## src/rtl/arena_scanner_if.sv

```systemverilog
// Valid/ready beat stream carrying one arena cell (row, col, occupancy) per beat.
interface arena_scanner_if #(
   parameter int RC_W = 4
);
   logic            out_valid;
   logic            out_ready;
   logic [RC_W-1:0] out_row;
   logic [RC_W-1:0] out_col;
   logic            out_cell;

   modport master (
      output out_valid,
      output out_row,
      output out_col,
      output out_cell,
      input  out_ready
   );

   modport slave (
      input  out_valid,
      input  out_row,
      input  out_col,
      input  out_cell,
      output out_ready
   );
endinterface

```

## src/rtl/arena_scanner.sv

```systemverilog
// Snapshots the arena occupancy map on start and streams its cells in raster order.
// Define ARENA_SCAN_SKIP_BORDER_EN to emit only the interior cells.
module arena_scanner #(
   parameter int ROWS  = 10,
   parameter int COLS  = 10,
   parameter int RC_W  = 4,
   parameter int CNT_W = 7
) (
   input  logic                 clk,
   input  logic                 rst_n,
   input  logic [ROWS*COLS-1:0] arena,
   input  logic                 start,
   arena_scanner_if.master      scan_out,
   output logic                 busy,
   output logic                 done,
   output logic [CNT_W-1:0]     wall_count
);

   localparam int N     = ROWS * COLS;
   localparam int IDX_W = $clog2(N);

`ifdef ARENA_SCAN_SKIP_BORDER_EN
   localparam int ROW_FIRST = 1;
   localparam int ROW_LAST  = ROWS - 2;
   localparam int COL_FIRST = 1;
   localparam int COL_LAST  = COLS - 2;
`else
   localparam int ROW_FIRST = 0;
   localparam int ROW_LAST  = ROWS - 1;
   localparam int COL_FIRST = 0;
   localparam int COL_LAST  = COLS - 1;
`endif

   localparam logic [RC_W-1:0]  ROW_FIRST_V = RC_W'(ROW_FIRST);
   localparam logic [RC_W-1:0]  ROW_LAST_V  = RC_W'(ROW_LAST);
   localparam logic [RC_W-1:0]  COL_FIRST_V = RC_W'(COL_FIRST);
   localparam logic [RC_W-1:0]  COL_LAST_V  = RC_W'(COL_LAST);
   localparam logic [IDX_W-1:0] IDX_FIRST   = IDX_W'(ROW_FIRST * COLS + COL_FIRST);
   // Jump from the last emitted column of one row to the first emitted column of the next.
   localparam logic [IDX_W-1:0] IDX_WRAP    = IDX_W'(COLS - COL_LAST + COL_FIRST);

   typedef enum logic [1:0] {
      S_IDLE = 2'd0,
      S_SCAN = 2'd1,
      S_DONE = 2'd2
   } state_t;

   state_t          state_q, state_d;
   logic [N-1:0]    snap_q, snap_d;
   logic [IDX_W-1:0] idx_q, idx_d;
   logic [RC_W-1:0] row_q, row_d;
   logic [RC_W-1:0] col_q, col_d;
   logic            cell_q, cell_d;
   logic            valid_q, valid_d;
   logic            busy_q, busy_d;
   logic            done_q, done_d;
   logic [CNT_W-1:0] wall_q, wall_d;

   logic             accept_s;
   logic             last_s;
   logic             row_end_s;
   logic [IDX_W-1:0] next_idx_s;

   always_comb begin
      accept_s   = valid_q && scan_out.out_ready;
      row_end_s  = (col_q == COL_LAST_V);
      last_s     = (row_q == ROW_LAST_V) && row_end_s;
      next_idx_s = row_end_s ? (idx_q + IDX_WRAP) : (idx_q + IDX_W'(1));
   end

   always_comb begin
      state_d = state_q;
      snap_d  = snap_q;
      idx_d   = idx_q;
      row_d   = row_q;
      col_d   = col_q;
      cell_d  = cell_q;
      valid_d = valid_q;
      busy_d  = busy_q;
      done_d  = 1'b0;
      wall_d  = wall_q;
      case (state_q)
         S_IDLE: begin
            if (start) begin
               state_d = S_SCAN;
               snap_d  = arena;
               idx_d   = IDX_FIRST;
               row_d   = ROW_FIRST_V;
               col_d   = COL_FIRST_V;
               cell_d  = arena[IDX_FIRST];
               valid_d = 1'b1;
               busy_d  = 1'b1;
               wall_d  = {CNT_W{1'b0}};
            end else begin
               state_d = S_IDLE;
            end
         end
         S_SCAN: begin
            if (accept_s) begin
               wall_d = wall_q + CNT_W'(cell_q);
               if (last_s) begin
                  // Coordinates stay on the final cell so they remain readable in IDLE.
                  state_d = S_DONE;
                  valid_d = 1'b0;
                  done_d  = 1'b1;
               end else if (row_end_s) begin
                  row_d  = row_q + RC_W'(1);
                  col_d  = COL_FIRST_V;
                  idx_d  = next_idx_s;
                  cell_d = snap_q[next_idx_s];
               end else begin
                  col_d  = col_q + RC_W'(1);
                  idx_d  = next_idx_s;
                  cell_d = snap_q[next_idx_s];
               end
            end else begin
               state_d = S_SCAN;
            end
         end
         S_DONE: begin
            state_d = S_IDLE;
            busy_d  = 1'b0;
         end
         default: begin
            state_d = S_IDLE;
            valid_d = 1'b0;
            busy_d  = 1'b0;
         end
      endcase
   end

   // State and all registered outputs.
   always_ff @(posedge clk or negedge rst_n) begin
      if (!rst_n) begin
         state_q <= S_IDLE;
         snap_q  <= {N{1'b0}};
         idx_q   <= {IDX_W{1'b0}};
         row_q   <= {RC_W{1'b0}};
         col_q   <= {RC_W{1'b0}};
         cell_q  <= 1'b0;
         valid_q <= 1'b0;
         busy_q  <= 1'b0;
         done_q  <= 1'b0;
         wall_q  <= {CNT_W{1'b0}};
      end else begin
         state_q <= state_d;
         snap_q  <= snap_d;
         idx_q   <= idx_d;
         row_q   <= row_d;
         col_q   <= col_d;
         cell_q  <= cell_d;
         valid_q <= valid_d;
         busy_q  <= busy_d;
         done_q  <= done_d;
         wall_q  <= wall_d;
      end
   end

   assign scan_out.out_valid = valid_q;
   assign scan_out.out_row   = row_q;
   assign scan_out.out_col   = col_q;
   assign scan_out.out_cell  = cell_q;
   assign busy               = busy_q;
   assign done               = done_q;
   assign wall_count         = wall_q;

endmodule

```

## src/flat_wrapper.sv

```systemverilog
// flat-port wrapper written by rule: the top's interface ports become plain ports
module arena_scanner_flat 
#(
   parameter int ROWS  = 10,
   parameter int COLS  = 10,
   parameter int RC_W  = 4,
   parameter int CNT_W = 7
)
  (clk, rst_n, arena, start, busy, done, wall_count, scan_out_out_valid, scan_out_out_row, scan_out_out_col, scan_out_out_cell, scan_out_out_ready);
  arena_scanner_if #(.RC_W(RC_W)) scan_out_i ();
  input  logic clk;
  input  logic rst_n;
  input  logic [ROWS*COLS-1:0] arena;
  input  logic start;
  output logic busy;
  output logic done;
  output logic [CNT_W-1:0] wall_count;
  output wire logic [$bits(scan_out_i.out_valid)-1:0] scan_out_out_valid;
  output wire logic [$bits(scan_out_i.out_row)-1:0] scan_out_out_row;
  output wire logic [$bits(scan_out_i.out_col)-1:0] scan_out_out_col;
  output wire logic [$bits(scan_out_i.out_cell)-1:0] scan_out_out_cell;
  input wire logic [$bits(scan_out_i.out_ready)-1:0] scan_out_out_ready;
  assign scan_out_out_valid = scan_out_i.out_valid;
  assign scan_out_out_row = scan_out_i.out_row;
  assign scan_out_out_col = scan_out_i.out_col;
  assign scan_out_out_cell = scan_out_i.out_cell;
  assign scan_out_i.out_ready = scan_out_out_ready;
  arena_scanner #(.ROWS(ROWS), .COLS(COLS), .RC_W(RC_W), .CNT_W(CNT_W)) u_core (.clk(clk), .rst_n(rst_n), .arena(arena), .start(start), .scan_out(scan_out_i), .busy(busy), .done(done), .wall_count(wall_count));
endmodule
```

## config.mk

```make
export PLATFORM = sky130hd
export DESIGN_NAME = arena_scanner_flat
export DESIGN_NICKNAME = d
export VERILOG_FILES = /design/src/rtl/arena_scanner_if.sv /design/src/rtl/arena_scanner.sv /design/src/flat_wrapper.sv
export SDC_FILE = /design/constraint.sdc
export NUM_CORES = 1
export LEC_CHECK = 0
export BUFFER_PORTS_ARGS = -buffer_cell sky130_fd_sc_hd__buf_2
export CORE_MARGIN = 4
export CORE_UTILIZATION = 55
export CTS_CLUSTER_DIAMETER = 150
export DETAILED_ROUTE_END_ITERATION = 10
export PLACE_DENSITY = 0.89
export SLEW_MARGIN = 5
export SYNTH_ARGS = -nofsm -noshare
export SYNTH_HDL_FRONTEND = slang
export SYNTH_SLANG_ARGS = --single-unit
```

## constraint.sdc

```tcl
create_clock -name clk -period 3.5 [get_ports clk]
set_input_delay 0.175 -clock clk [delete_from_list [all_inputs] [get_ports clk]]
set_output_delay 0.175 -clock clk [all_outputs]
set_load 0.02 [all_outputs]
```

==> results.md <==
* Reg2reg path depth at 8
* IO Pins at 123
* GRT Util Overall at 28.4%
* DRT antenna net count at 0
* Final Slew Violations at 0
* Critical Path End Type: flop
* Die area at roughly 13000 um2
* Placement Setup Slack at between 700 and 800 ps
* VDD IR-drop max at 0.000404 V
* Worst-Margin Slew at ~1100 ps
* Residual DRC count at 0
* Ant diodes at 0
* Internal power at between 0.004 and 0.005 W
* EDFF count, synth at 0
* CTS sink cnt at 128
* DPL Wire Length at a little under 10000 um
* Die W at roughly 110 um
* PostCTS Resize Cnt at 0
* Post-Syn Instances at between 400 and 500
* P_sw at ~0.002 W
* # H-tree levels at 4
* Clk root buf: clkbuf_8
* Layout area overhead at 36.9%
* Net switching share of the total power at about a third
* Deepest clock path buffer count at 2
* Data arrival time of the worst path at between 3000 and 4000 ps
* Top Usage Layer GRT: met2
* Max Clock Freq at around 0.36 GHz
* Seq pwr share at 38.3%
* Worst-path maximum fanout at 15
* TritonCTS clock tree: built
* Maxcap violations at 0
* Startpoint class of the critical path: flop
* M3 GR Usage at under 10%
* GR Util met1 at 32.8%
* Period utilization at approximately 80%
* Nets at between 700 and 800
* Crit Reg-Reg Startpoint: u_core.idx_q[1]$_DFFE_PN0P_
* PD cells at 734 nW/um2
* Number of cell rows at 38
* Starting Density at between 50 and 60%
* Tmin final at about 2800 ps
* GPL Wtd Cong at 0.872
* RSZ-0062 raised after global routing: false
* Commonest non-fill, non-tap cell in the layout: dfrtp_1
* Worst setup startpoint: u_core.idx_q[1]$_DFFE_PN0P_
* Via-to-Cell Ratio at between 5 and 6
* Worst-path clk slew at ~60 ps
* CTS Buf Count at 17
* Worst hold path class: in -> reg
* Share of layout cells above drive strength 1 at about two fifths
* Setup Skew at about 11 ps
* Final hold violation count at 0
* CP endpoint: u_core.scan_out.out_cell$_DFFE_PN0P_
* Synthesized area at 6140 um2
* Seq cells post-synth at between 100 and 150
* Leak at 3.75 nW
* Sequential area share after synthesis at 52.2%
* Critical path class: reg -> reg
* Multi-input gate area at ~2800 um2
* Yosys warns at 0
* WL per Instance at ~21 um
* Post-CTS setup buffer count at 0
* Setup TNS at 0 ps
* Register area at about 3200 um2
* Die Height at around 110 um
* Clock power share at about 28%
* Status: finished, final reports clean
* Most frequent cells in the layout: dfrtp_1, buf_2, dlygate4sd3_1
* Drt total wl at about 17000 um
* Hold buffer count at cts at just over 100
* Remaining Overflow, GRT at 0
* Largest area contributor in the netlist: dfrtp_1
* Main synth FF type: dfrtp_1
* Netlist cell types at 48
* Logic gate share of total power at approximately 34%
* Largest net degree at the start of global routing at 87
* Port bufs at approximately 120
* Via count at around 4800
* Max-slew headroom at 26.6%
* Worst skew pair latency at about 520 ps
* Syn Area/Cell at approximately 13 um2
* FF-to-FF End: u_core.scan_out.out_cell$_DFFE_PN0P_
* Hold path depth at 3
* Ys async rst share at 100%
* Pre-antenna DRT Iters at 5
* Core area at 10900 um2
* Synth top area cells: dfrtp_1, mux2_2, mux4_2
* Pwr Total at between 0.006 and 0.007 W
* Syn_nets at around 570
* Met2 GRT Util at ~51%
* # fillers at between 600 and 700
* Final worst slack at about 690 ps
* Worst reg-to-reg setup slack at about 690 ps
* Synth top area share at a little over half
* First-pass GRT wire length at 28000 um
* Final setup vio count at 0
* Initial antenna violation count at 0
* DR iter-0 viols at between 300 and 400
* Vias in the first global route at between 5000 and 6000
* WP data required at 3880 ps
## power by group through the flow
| stage | Combinational [W] | Sequential, W | Clock [W] |
|---|---|---|---|
| global placement | 0.00183 | 0.00230 | 0 |
| floorplan | 0.00151 | 0.00224 | 0 |
| detailed placement | 0.00193 | 0.00234 | 0 |
| global route | 0.00226 | 0.00241 | 0.00178 |
| finish | 0.00210 | 0.00236 | 0.00170 |
| CTS | 0.00204 | 0.00233 | 0.00169 |
## worst max-delay path: stages (launching register included)
cell and delay [ps]:
dfrtp_1 440, ha_1 720, buf_4 370, mux4_1 340, mux2i_1 170, mux2_2 180
nor4_2 40, a311oi_1 300, a2bb2oi_1 110
## layer usage
layer | share of wire (%) | vias to the layer above | routed length, um
met4 | 4.2 | 0 | 733
met3 | 5.4 | 62 | 933
met1 | 37 | 2381 | 6460
met5 | 0 | - | 0
li1 | - | 2118 | -
met2 | 53 | 231 | 9310
## how the worst min path moves through the flow
stage | from | endpoint
global placement | arena[4] | u_core.snap_q[4]$_DFFE_PN0N_
global route | start | u_core.busy$_DFFE_PN0P_
detailed placement | arena[4] | u_core.snap_q[4]$_DFFE_PN0N_
finish | start | u_core.busy$_DFFE_PN0P_
floorplan | rst_n | u_core.busy$_DFFE_PN0P_
CTS | start | u_core.busy$_DFFE_PN0P_
## kinds of logic after synthesis
| logic type | Yosys count | synth area share (%) |
|---|---|---|
| DFF | 128 | 52.2 |
| AOI/OAI and AO/OA | 47 | 5.12 |
| adders and majority gates | 7 | 1.43 |
| muxes | 132 | 28.4 |
| and+or+nand+nor | 94 | 7.50 |
| buffers and inverters | 33 | 3.12 |
| xor gates and xnor gates | 15 | 2.26 |
## cells in the mapped netlist (2+ instances only)
cell type,count
nor2b_1,2
o21ai_1,10
xor2_1,7
nand2b_1,7
xnor2_1,7
a22o_1,3
o31ai_1,4
nor3_1,3
ha_1,7
o21ai_0,9
mux2i_1,5
and4_1,2
mux2_1,12
buf_6,2
nor3b_1,3
a21oi_1,3
and3_1,5
buf_12,2
mux2_2,92
inv_1,7
clkbuf_1,8
nand3b_1,3
nand2_1,23
dfrtp_1,128
nand3_1,14
mux4_2,22
buf_2,13
nor2_1,27
o22ai_1,7
## sequential cells by signal, indices dropped and copies added (netlist names)
| signal | count |
|---|---|
| u_core.snap_q | 100 |
| u_core.idx_q | 7 |
| u_core.wall_count | 7 |
| u_core.scan_out.out_col | 4 |
| u_core.scan_out.out_row | 4 |
| u_core.state_q | 2 |
| u_core.busy | 1 |
| u_core.done | 1 |
| u_core.scan_out.out_cell | 1 |
| u_core.scan_out.out_valid | 1 |
## metrics by stage
| step | utilization (%) | hold WS (ps) | cell area [um2] | std cells |
|---|---|---|---|---|
| after floorplan | - | -121 | 6140 | 456 |
| after global placement | 62.7 | 391 | 6820 | 699 |
| after detailed placement | 62.7 | 398 | 6820 | 699 |
| after CTS | 77.2 | 65.1 | 8400 | 833 |
| after global routing | 77.2 | 98.6 | 8400 | 833 |
| final | 77.2 | 83.8 | 8400 | 833 |
## area by class of cell
cell class                 count  area share (%)
tap                          140            2.08
clock inverter                 6           0.953
timing repair buffer         231            20.1
sequential                   128            38.1
clock buffer                  26            5.69
inverter                       7           0.313
multi-input combinational    295            32.7
No activity file was read; power rests on OpenSTA's default activity.
